==> src/rtl/wb_i2c_reg_slave.sv <==
// Wishbone register front-end for the I2C master: CSR/DPR/CMDR/FSMR, wait-state ack, command handshake.
// Optional macro WB_I2C_REG_SLAVE_IRQ_EN enables the CSR.IE bit and the irq_o completion interrupt.
module wb_i2c_reg_slave #(
  parameter int unsigned ADDR_WIDTH  = 2,
  parameter int unsigned DATA_WIDTH  = 8,
  parameter int unsigned WAIT_STATES = 0
) (
  input  logic                  clk_i,
  input  logic                  rst_i,
  input  logic                  cyc_i,
  input  logic                  stb_i,
  input  logic                  we_i,
  input  logic [ADDR_WIDTH-1:0] adr_i,
  input  logic [DATA_WIDTH-1:0] dat_i,
  output logic                  ack_o,
  output logic [DATA_WIDTH-1:0] dat_o,
  output logic                  irq_o,
  output logic                  cmd_valid_o,
  input  logic                  cmd_ready_i,
  output logic [2:0]            cmd_o,
  output logic [7:0]            cmd_data_o,
  input  logic                  done_i,
  input  logic [2:0]            done_sts_i,
  input  logic [7:0]            rx_data_i,
  input  logic                  bus_busy_i,
  input  logic [7:0]            fsm_state_i
);

`ifdef WB_I2C_REG_SLAVE_IRQ_EN
  localparam bit IRQ_EN = 1'b1;
`else
  localparam bit IRQ_EN = 1'b0;
`endif

  localparam logic [1:0] A_CSR  = 2'd0;
  localparam logic [1:0] A_DPR  = 2'd1;
  localparam logic [1:0] A_CMDR = 2'd2;
  localparam logic [1:0] A_FSMR = 2'd3;

  typedef enum logic [1:0] {
    S_IDLE,
    S_WAIT,
    S_ACK
  } bus_state_t;

  bus_state_t state;
  logic [3:0] wait_cnt;
  logic       req;
  logic [1:0] reg_adr;
  logic       wr_ack;
  logic       rd_ack;

  logic       e_bit;
  logic       ie_bit;
  logic       busy;
  logic       don;
  logic       nak;
  logic       al;
  logic       err;
  logic       irq_q;
  logic [7:0] rx_data;
  logic [7:0] rdata;

  assign req     = cyc_i & stb_i;
  assign reg_adr = adr_i[1:0];
  assign wr_ack  = ack_o & we_i;
  assign rd_ack  = ack_o & ~we_i;
  assign irq_o   = IRQ_EN & irq_q;

  always_ff @(posedge clk_i or posedge rst_i) begin
    if (rst_i) begin
      state    <= S_IDLE;
      wait_cnt <= '0;
      ack_o    <= 1'b0;
    end else begin
      case (state)
        S_IDLE: begin
          ack_o    <= 1'b0;
          wait_cnt <= '0;
          if (req) begin
            if (WAIT_STATES > 0) begin
              state <= S_WAIT;
            end else begin
              state <= S_ACK;
              ack_o <= 1'b1;
            end
          end
        end
        S_WAIT: begin
          if (!req) begin
            state <= S_IDLE;
          end else if (wait_cnt == 4'(WAIT_STATES - 1)) begin
            state <= S_ACK;
            ack_o <= 1'b1;
          end else begin
            wait_cnt <= wait_cnt + 4'd1;
          end
        end
        S_ACK: begin
          ack_o <= 1'b0;
          state <= S_IDLE;
        end
        default: begin
          ack_o <= 1'b0;
          state <= S_IDLE;
        end
      endcase
    end
  end

  // done_i is applied last so it overrides a same-cycle CMDR read clearing irq
  always_ff @(posedge clk_i or posedge rst_i) begin
    if (rst_i) begin
      e_bit       <= 1'b0;
      ie_bit      <= 1'b0;
      busy        <= 1'b0;
      don         <= 1'b1;
      nak         <= 1'b0;
      al          <= 1'b0;
      err         <= 1'b0;
      irq_q       <= 1'b0;
      rx_data     <= '0;
      cmd_valid_o <= 1'b0;
      cmd_o       <= '0;
      cmd_data_o  <= '0;
    end else begin
      if (cmd_valid_o && cmd_ready_i) begin
        cmd_valid_o <= 1'b0;
      end

      if (wr_ack) begin
        case (reg_adr)
          A_CSR: begin
            e_bit  <= dat_i[7];
            ie_bit <= IRQ_EN & dat_i[6];
            if (!dat_i[7] && busy) begin
              busy        <= 1'b0;
              cmd_valid_o <= 1'b0;
              don         <= 1'b1;
              err         <= 1'b1;
            end
          end
          A_DPR: begin
            // keep the command payload stable while the request is outstanding
            if (!cmd_valid_o) begin
              cmd_data_o <= dat_i[7:0];
            end
          end
          A_CMDR: begin
            if (e_bit && !busy) begin
              don         <= 1'b0;
              nak         <= 1'b0;
              al          <= 1'b0;
              err         <= 1'b0;
              cmd_o       <= dat_i[2:0];
              busy        <= 1'b1;
              cmd_valid_o <= 1'b1;
            end else begin
              err <= 1'b1;
              don <= 1'b1;
            end
          end
          default: ;
        endcase
      end

      if (rd_ack && reg_adr == A_CMDR) begin
        irq_q <= 1'b0;
      end

      if (done_i && busy) begin
        don     <= 1'b1;
        nak     <= done_sts_i[2];
        al      <= done_sts_i[1];
        err     <= done_sts_i[0];
        rx_data <= rx_data_i;
        busy    <= 1'b0;
        if (ie_bit) begin
          irq_q <= 1'b1;
        end
      end
    end
  end

  always_comb begin
    rdata = '0;
    case (reg_adr)
      A_CSR:   rdata = {e_bit, ie_bit, bus_busy_i, 5'b00000};
      A_DPR:   rdata = rx_data;
      A_CMDR:  rdata = {don, nak, al, err, 1'b0, cmd_o};
      A_FSMR:  rdata = fsm_state_i;
      default: rdata = '0;
    endcase
    dat_o = ack_o ? DATA_WIDTH'(rdata) : '0;
  end

endmodule
==> config.mk <==
export PLATFORM = sky130hd
export DESIGN_NAME = wb_i2c_reg_slave
export DESIGN_NICKNAME = d
export VERILOG_FILES = /design/src/rtl/wb_i2c_reg_slave.sv
export SDC_FILE = /design/constraint.sdc
export NUM_CORES = 1
export LEC_CHECK = 0
export CAP_MARGIN = 25
export CORE_ASPECT_RATIO = 0.8
export CORE_MARGIN = 8
export CORE_UTILIZATION = 38
export DETAILED_ROUTE_END_ITERATION = 10
export MAX_ROUTING_LAYER = met4
export PLACE_DENSITY = 0.76
export SKIP_CTS_REPAIR_TIMING = 1
export SLEW_MARGIN = 5
export SYNTH_ARGS = -nofsm -noshare
export SYNTH_HDL_FRONTEND = slang
export SYNTH_SLANG_ARGS = --single-unit
==> constraint.sdc <==
create_clock -name clk_i -period 1.32 [get_ports clk_i]
set_input_delay 0.132 -clock clk_i [delete_from_list [all_inputs] [get_ports clk_i]]
set_output_delay 0.132 -clock clk_i [all_outputs]
set_load 0.01 [all_outputs]
==> results.sh, run 1 <==
export IMPL_status="finished with violations"
export IMPL_drcViolationCount=0
export IMPL_syn_avg_cell_area_um2=12.5
export IMPL_rr_startpoint="ack_o"
export IMPL_overflow=0
export IMPL_synth_cell_types=29
export IMPL_first_pass_iters=4
export IMPL_setup_worst_path_start="e_bit"
export IMPL_io_pins=59
export IMPL_yosysTopAreaCell="dfrtp_1"
export IMPL_num_antenna_cells=0
export IMPL_crit_path_max_incr_delay_ns=0.44
export IMPL_violations="negative setup slack"
export IMPL_antenna_found_initial=0
export IMPL_place_area_um2=2150
export IMPL_core_area_um2=3450
export IMPL_cp_num_buf_inv=1
export IMPL_place_gp_congestion=0.789
export IMPL_syn_inst=109
export IMPL_async_flop_share_pct=100
export IMPL_wl_per_cell_um=17.6
export IMPL_clockBufferDepth=2
export IMPL_ys_ff_latch=28
export IMPL_grt_start_max_net_pins=29
export IMPL_portBuffers=57
export IMPL_power_density_nw_per_um2=1010
export IMPL_startpoint_type="flop"
export IMPL_cts_sinks=28
export IMPL_hpwl_mm=3.04
export IMPL_drive_above_1_share_pct=39.9
export IMPL_die_height_um=69.6
export IMPL_drv_slew=0
export IMPL_crit_chain="mux4_2, and2_1, buf_2"
export IMPL_yosys_warnings=0
export IMPL_ys_seq_area_share_pct=51.4
export IMPL_endpoint_kind="primary output"
export IMPL_worstPathMaxFanout=2
export IMPL_vdd_drop_max_v=0.000579
export IMPL_fin_crit_sh_pct=114
export IMPL_die_w_um=83.0
export IMPL_num_vias=1196
export IMPL_rsz0062_at_grt="true"
export IMPL_h_tree_depth=1
export IMPL_clk_pin_slew_ns=0.09
export IMPL_finalSetupViolations=15
export IMPL_cp_depth=3
export IMPL_routed_wirelength_mm=4.13
export IMPL_final_critical_path_setup_slack_ns=-0.180
export IMPL_final_nets=231
export IMPL_die_area_um2=5780
export IMPL_area_growth_syn_to_layout_pct=72.2
export IMPL_cts_tree="built"
export IMPL_final_cell_area_um2=2350
export IMPL_fin_crit_ns=1.50
export IMPL_via_per_inst=5.09
export IMPL_initial_core_util_pct=39.6
export IMPL_yosysMostFrequentCell="dfrtp_1"
export IMPL_syn_area_um2=1370
export IMPL_synth_top_area_share_pct=49.5
export IMPL_maxCapViolations=0
export IMPL_cts_buffers=3
export IMPL_synth_edff_count=0
export IMPL_hold_viol=0
export IMPL_drt_iter0_drc=67
export IMPL_grt_pass1_wl_mm=6.35
export IMPL_synthTopCellsByArea="dfrtp_1, mux2_2, nor2b_1, a22oi_1, dfstp_2"
export IMPL_worst_r2r_cell_count=5
export IMPL_hold_class="input pin to async pin"
export IMPL_timing_setup_critical_path_class="flop to primary output"
export IMPL_root_buffer="clkbuf_8"
export IMPL_ys_flop_type="dfrtp_1"
export IMPL_synth_commonest_cells="dfrtp_1, mux2_2, nor2b_1"
export IMPL_clk_latency_ns=0.27
export IMPL_grt_use_total_pct=13.6
export IMPL_dp_cells=223
export IMPL_required_ns=1.19
export IMPL_max_freq_mhz=667
export IMPL_ant_nets=0
export IMPL_arrival_ns=1.37
export IMPL_finClkSkew_ns=0.00135
export IMPL_worst_path_max_delay_cell="mux4_2"
export IMPL_power_leakage_nw=1.24
export IMPL_syn_nets=146
export IMPL_grt_pass1_vias=1265
export IMPL_tns_ns=-0.927
export IMPL_final_util_pct=68.2
export IMPL_num_rows=19
export IMPL_stdcell_count=235
export IMPL_critical_path_top_delay_family="multiplexers"
## area by class of cell
class	instances	area, um^2
Fill cell	248	1090
Timing Repair Buffer	85	826
Multi-Input combinational cell	74	708
Inverter	2	7.51
Sequential cell	28	703
Clock buffer	4	55.1
Tap cell	42	52.6
## flip-flops by register name (all words and copies together) (netlist names)
| name | count |
|---|---|
| state | 1 |
| cmd_o | 3 |
| busy | 1 |
| ack_o | 1 |
| cmd_data_o | 8 |
| err | 1 |
| cmd_valid_o | 1 |
| rx_data | 8 |
| don | 1 |
| al | 1 |
| e_bit | 1 |
| nak | 1 |
## layout by cell type (no fill, tap or decap), types with 5 or more instances in the layout
master,count
nor2b_1,8
dfrtp_1,26
buf_6,6
clkdlybuf4s50_1,36
mux2_2,15
buf_4,22
mux2_4,10
dlymetal6s2s_1,15
nand2_1,5
## path summary, 6_finish.rpt
check                                endpoint  slack (ns)
worst max-delay path                 dat_o[7]       -0.18
worst min-delay path                    e_bit        0.18
worst max register to register  cmd_data_o[4]       -0.03
worst min register to register          ack_o        0.42
max in group asynchronous                 don        0.91
min in group clk_i                      ack_o        0.40
## stage by stage
step	setup WS, ns	total power [W]	hold WS, ns
after detailed placement	-0.781	0.00179	0.416
final	-0.180	0.00239	0.184
after floorplan	-0.0573	0.00137	0.197
after global routing	-0.240	0.00251	0.189
after CTS	-0.797	0.00233	0.187
after global placement	-0.717	0.00177	0.407
## worst register-to-register path, stage by stage, from the launching register on
cell	delay (ns)
dfrtp_2	0.37
buf_6	0.11
nand2_4	0.06
nor3b_4	0.22
buf_6	0.18
mux2_4	0.31
## power by group
group          internal [W]  switching, W
logic              0.000509      0.000265
registers           0.00100     0.0000795
clock network      0.000267      0.000262
total               0.00178      0.000607
## routing by layer
metal	track usage [%]	vias up	wire length (um)
li1	-	560	-
met1	16.4	585	1850
met2	22.5	47	2050
met3	1.64	4	170
met4	5.25	0	57
met5	-	-	0
## cells by family after synthesis
| group | share of synthesized area (%) |
|---|---|
| AO/OA/AOI/OAI | 6.87 |
| buffers and inverters | 3.02 |
| multiplexers | 24.9 |
| AND/OR/NAND/NOR | 13.6 |
| flip-flops | 51.4 |
| other | 0.274 |
(Power assumes the default switching activity.)
==> run 2: changes to the inputs <==
--- a/config.mk
+++ b/config.mk
@@ -10,9 +10,9 @@
 export CORE_MARGIN = 8
 export CORE_UTILIZATION = 38
 export DETAILED_ROUTE_END_ITERATION = 10
+export GPL_TIMING_DRIVEN = 0
 export MAX_ROUTING_LAYER = met4
 export PLACE_DENSITY = 0.76
-export SKIP_CTS_REPAIR_TIMING = 1
 export SLEW_MARGIN = 5
 export SYNTH_ARGS = -nofsm -noshare
 export SYNTH_HDL_FRONTEND = slang
==> run 2 against run 1 <==
The run still ends with negative setup slack left. Clock power is 0.8% higher. First-iteration DRC count increased by 42%. Die area is the same. Worst setup slack worse by 0.031 ns. Core utilization grew 0.073 points. Cell count down 0.43%. Flip-flop and latch count unchanged. Cell area grew 0.11%. Critical endpoint unchanged. Highest routed layer unchanged.
==> results.sh, run 2 (same netlist as run 1, synthesis figures left out) <==
export IMPL_status="finished with violations"
export IMPL_violations="negative setup slack"
export IMPL_overflow=0
export IMPL_timing_setup_critical_path_class="flop to primary output"
export IMPL_drcViolationCount=0
export IMPL_grt_start_max_net_pins=22
export IMPL_fin_crit_ns=1.53
export IMPL_finClkSkew_ns=0.00368
export IMPL_max_freq_mhz=653
export IMPL_maxCapViolations=0
export IMPL_crit_chain="mux4_2, and2_1, buf_2"
export IMPL_root_buffer="clkbuf_8"
export IMPL_grt_use_total_pct=14.6
export IMPL_via_per_inst=5.14
export IMPL_num_antenna_cells=0
export IMPL_vdd_drop_max_v=0.000628
export IMPL_endpoint_kind="primary output"
export IMPL_die_w_um=83.0
export IMPL_drv_slew=0
export IMPL_final_util_pct=68.3
export IMPL_clk_latency_ns=0.27
export IMPL_arrival_ns=1.40
export IMPL_ant_nets=0
export IMPL_grt_pass1_vias=1347
export IMPL_fin_crit_sh_pct=116
export IMPL_routed_wirelength_mm=4.27
export IMPL_initial_core_util_pct=39.6
export IMPL_final_critical_path_setup_slack_ns=-0.211
export IMPL_wl_per_cell_um=18.3
export IMPL_finalSetupViolations=18
export IMPL_first_pass_iters=4
export IMPL_drt_iter0_drc=95
export IMPL_num_vias=1202
export IMPL_reg2reg_to="cmd_data_o[5]"
export IMPL_antenna_found_initial=0
export IMPL_p_total_w=0.00238
export IMPL_portBuffers=57
export IMPL_final_nets=230
export IMPL_h_tree_depth=1
export IMPL_die_height_um=69.6
export IMPL_tns_ns=-1.19
export IMPL_largestRegisters="cmd_data_o (8), rx_data (8), cmd_o (3)"
export IMPL_hold_class="input pin to async pin"
export IMPL_hpwl_mm=2.83
export IMPL_rsz0062_at_grt="true"
export IMPL_rr_startpoint="ack_o"
export IMPL_cts_buffers=3
export IMPL_worst_r2r_cell_count=5
export IMPL_core_area_um2=3450
export IMPL_power_density_nw_per_um2=1010
export IMPL_power_leakage_nw=1.11
export IMPL_post_place_ws_ns=-0.869
export IMPL_grt_pass1_wl_mm=6.80
export IMPL_crit_path_end="dat_o[7]"
export IMPL_cts_tree="built"
export IMPL_clk_pin_slew_ns=0.10
export IMPL_num_rows=19
export IMPL_worst_path_max_delay_cell="mux4_2"
export IMPL_area_growth_syn_to_layout_pct=72.3
export IMPL_layout_commonest_cell="clkdlybuf4s50_1"
export IMPL_startpoint_type="flop"
export IMPL_final_cell_mix="clkdlybuf4s50_1, dfrtp_1, buf_4, mux2_2, mux2_4"
export IMPL_required_ns=1.19
export IMPL_crit_path_max_incr_delay_ns=0.44
export IMPL_drive_above_1_share_pct=44.8
export IMPL_cts_sinks=28
export IMPL_io_pins=59
export IMPL_worstPathMaxFanout=2
export IMPL_hold_viol=0
export IMPL_hold_slack_ns=0.130
export IMPL_die_area_um2=5780
export IMPL_setup_worst_path_start="e_bit"
export IMPL_place_gp_congestion=0.868
export IMPL_reg2reg_slack_ns=-0.06
export IMPL_clockBufferDepth=2
run 2: how the worst min path moves through the flow:
stage | from | endpoint | slack (ns)
5_1_grt | rst_i | rx_data[7] | 0.16
6_report | rst_i | rx_data[7] | 0.13
4_1_cts | rst_i | rx_data[7] | 0.14
3_5_place_dp | state[1] | ack_o | 0.42
3_3_place_gp | state[1] | ack_o | 0.41
2_1_floorplan | rst_i | al | 0.20
run 2: final cells by class:
type / instances / area [um^2]
sequential: 28 / 704
inverter: 2 / 7.51
clock buffer: 4 / 55.1
buffer: 4 / 33.8
multi-input combinational: 74 / 743
timing repair buffer: 80 / 758
tap: 42 / 52.6
fill: 240 / 1090
run 2: timing repair:
item / in CTS / in global routing
pin swaps: 5 / 2
hold buffers: 0 / 0
setup endpoints to repair: 37 / 33
setup buffers: 16 / 7
gates resized for setup: 70 / 17
run 2: power breakdown:
part	switching [W]	leakage (nW)	internal, W	total (W)
sequential	0.0000820	0.361	0.00100	0.00109
combinational	0.000271	0.719	0.000487	0.000758
clock	0.000266	0.0288	0.000267	0.000533
total	0.000619	1.11	0.00176	0.00238
run 2: routing by layer:
metal / part of all wire [%] / wire (um) / GRT usage, %
met1: 46 / 1970 / 18.2
met2: 49 / 2080 / 22.9
met3: 3.1 / 132 / 2.23
met4: 2.1 / 91 / 6.03
met5: 0 / 0 / -
run 2: critical path, delay by kind of cell, from the launching register on:
kind                   cells  cell delay [ns]
DFF                        1             0.41
muxes                      1             0.44
and+or+nand+nor            1             0.14
buffers and inverters      1             0.13
run 2: metrics by stage:
step / cells / area, um^2
floorplan: 109 / 1400
global placement: 208 / 2020
detailed placement: 209 / 2050
CTS: 228 / 2240
global route: 234 / 2350
finish: 234 / 2350
==> run 3: changes to the inputs <==
--- a/config.mk
+++ b/config.mk
@@ -7,13 +7,13 @@
 export LEC_CHECK = 0
 export CAP_MARGIN = 25
 export CORE_ASPECT_RATIO = 0.8
-export CORE_MARGIN = 8
+export CORE_MARGIN = 2
 export CORE_UTILIZATION = 38
 export DETAILED_ROUTE_END_ITERATION = 10
 export GPL_TIMING_DRIVEN = 0
 export MAX_ROUTING_LAYER = met4
 export PLACE_DENSITY = 0.76
-export SLEW_MARGIN = 5
+export SLEW_MARGIN = 20
 export SYNTH_ARGS = -nofsm -noshare
 export SYNTH_HDL_FRONTEND = slang
 export SYNTH_SLANG_ARGS = --single-unit
==> run 3 against run 2 <==
The flow still finishes with violations (negative setup slack). Clock skew grew 0.0073 ns. Global-route usage grew 6.2 points. Power shrank 3.5%. Largest cell class unchanged. Largest power group unchanged.
==> results.sh, run 3 (same netlist as run 1, synthesis figures left out) <==
export IMPL_rr_startpoint="ack_o"
export IMPL_reg2reg_to="cmd_data_o[2]"
export IMPL_cts_buffers=3
export IMPL_p_total_w=0.00230
export IMPL_place_area_um2=2030
export IMPL_portBuffers=57
export IMPL_layout_commonest_cell="clkdlybuf4s50_1"
export IMPL_fin_crit_ns=1.52
export IMPL_drt_iter0_drc=92
export IMPL_max_freq_mhz=659
export IMPL_grt_use_total_pct=20.8
export IMPL_num_vias=1189
export IMPL_endpoint_kind="primary output"
export IMPL_maxCapViolations=0
export IMPL_wl_per_cell_um=17.7
export IMPL_cts_sinks=28
export IMPL_dp_cells=209
export IMPL_ctsHoldBuffers=0
export IMPL_core_area_um2=3450
export IMPL_num_fill_cells=233
export IMPL_place_gp_congestion=0.879
export IMPL_cts_tree="built"
export IMPL_initial_core_util_pct=39.6
export IMPL_final_critical_path_setup_slack_ns=-0.196
export IMPL_io_pins=59
export IMPL_final_cell_mix="clkdlybuf4s50_1, dfrtp_1, buf_4, mux2_4, mux2_2"
export IMPL_final_cell_area_um2=2280
export IMPL_drv_slew=0
export IMPL_clk_latency_ns=0.28
export IMPL_die_w_um=71.0
export IMPL_largestRegisters="cmd_data_o (8), rx_data (8), cmd_o (3)"
export IMPL_grt_pass1_wl_mm=6.32
export IMPL_ant_nets=0
export IMPL_h_tree_depth=1
export IMPL_finClkSkew_ns=0.0110
export IMPL_final_nets=226
export IMPL_hpwl_mm=2.60
export IMPL_hold_class="input pin to async pin"
export IMPL_startpoint_type="flop"
export IMPL_worst_r2r_cell_count=4
export IMPL_reg2reg_slack_ns=-0.10
export IMPL_drcViolationCount=0
export IMPL_worstPathMaxFanout=2
export IMPL_via_per_inst=5.17
export IMPL_stdcell_count=230
export IMPL_status="finished with violations"
export IMPL_routed_wirelength_mm=4.07
export IMPL_multi_input_area_um2=731
export IMPL_clk_pin_slew_ns=0.10
export IMPL_hold_slack_ns=0.206
export IMPL_finalSetupViolations=18
export IMPL_power_leakage_nw=1.12
export IMPL_num_antenna_cells=0
export IMPL_num_rows=19
export IMPL_regArea_um2=704
export IMPL_root_buffer="clkbuf_8"
export IMPL_worst_pin_slew_ns=0.580
export IMPL_die_area_um2=4090
export IMPL_timing_setup_critical_path_class="flop to primary output"
export IMPL_clockBufferDepth=2
export IMPL_fin_crit_sh_pct=115
export IMPL_hold_viol=0
export IMPL_drive_above_1_share_pct=41.0
export IMPL_first_pass_iters=4
export IMPL_power_density_nw_per_um2=1010
export IMPL_antenna_found_initial=0
export IMPL_rsz0062_at_grt="true"
export IMPL_arrival_ns=1.38
export IMPL_vdd_drop_max_v=0.000712
export IMPL_die_height_um=57.6
export IMPL_area_growth_syn_to_layout_pct=67.0
export IMPL_violations="negative setup slack"
export IMPL_grt_pass1_vias=1238
export IMPL_required_ns=1.19
export IMPL_tns_ns=-1.44
export IMPL_relSlewSlack_pct=61.3
export IMPL_overflow=0
export IMPL_grt_start_max_net_pins=16
[run 3: cell count changes in the layout (fill, tap and decap cells not counted), moves of 2 or more]
cell            change
dlymetal6s2s_1      +4
buf_6               -3
dlygate4sd2_1       -3
mux2_2              -2
mux2_4              +2
[run 3: layout make-up]
type | instances | area share [%]
Sequential cell | 28 | 30.9
Buffer | 4 | 1.54
Clock buffer | 4 | 1.97
Timing Repair Buffer | 76 | 31.0
Tap cell | 42 | 2.30
Inverter | 2 | 0.329
Multi-Input combinational cell | 74 | 32.0
[run 3: worst max-delay path by stage]
stage              from             to  slack, ns  depth (start not counted)
2_1_floorplan     ack_o  cmd_data_o[0]      -0.06                          3
3_3_place_gp   adr_i[1]       dat_o[7]      -0.86                          5
3_5_place_dp   adr_i[1]       dat_o[7]      -0.87                          5
4_1_cts           e_bit       dat_o[7]      -0.20                          3
5_1_grt           e_bit       dat_o[7]      -0.25                          3
6_report          e_bit       dat_o[7]      -0.20                          3
[run 3: worst max-delay path, cell delays in order (launching register included)]
cell and delay [ns]:
dfrtp_1 0.40, mux4_2 0.45, and2_1 0.14, buf_2 0.13
[run 3: report_power, final]
| part | total, W | leakage, nW | switching, W | internal (W) |
|---|---|---|---|---|
| combinational | 0.000727 | 0.739 | 0.000261 | 0.000466 |
| sequential | 0.00109 | 0.361 | 0.0000842 | 0.00101 |
| clock | 0.000479 | 0.0228 | 0.000262 | 0.000217 |
[run 3: per-layer routing]
metal  global-route usage [%]  routed length [um]
met4                     9.16                  95
met3                     3.83                 264
met2                     33.6                2000
met5                        -                   0
met1                     25.7                1710
[run 3: repair_timing]
| item | CTS | global route |
|---|---|---|
| endpoints found under the setup margin | 33 | 26 |
| pin swaps | 6 | 3 |
| gates resized for setup | 59 | 18 |
| buffers inserted | 13 | 6 |
[run 3: through the flow]
step	setup slack, ns	utilization [%]
4_1_cts	-0.196	63.7
3_5_place_dp	-0.875	59.0
6_report	-0.196	66.2
5_1_grt	-0.251	66.2
2_1_floorplan	-0.0573	-
3_3_place_gp	-0.856	58.6
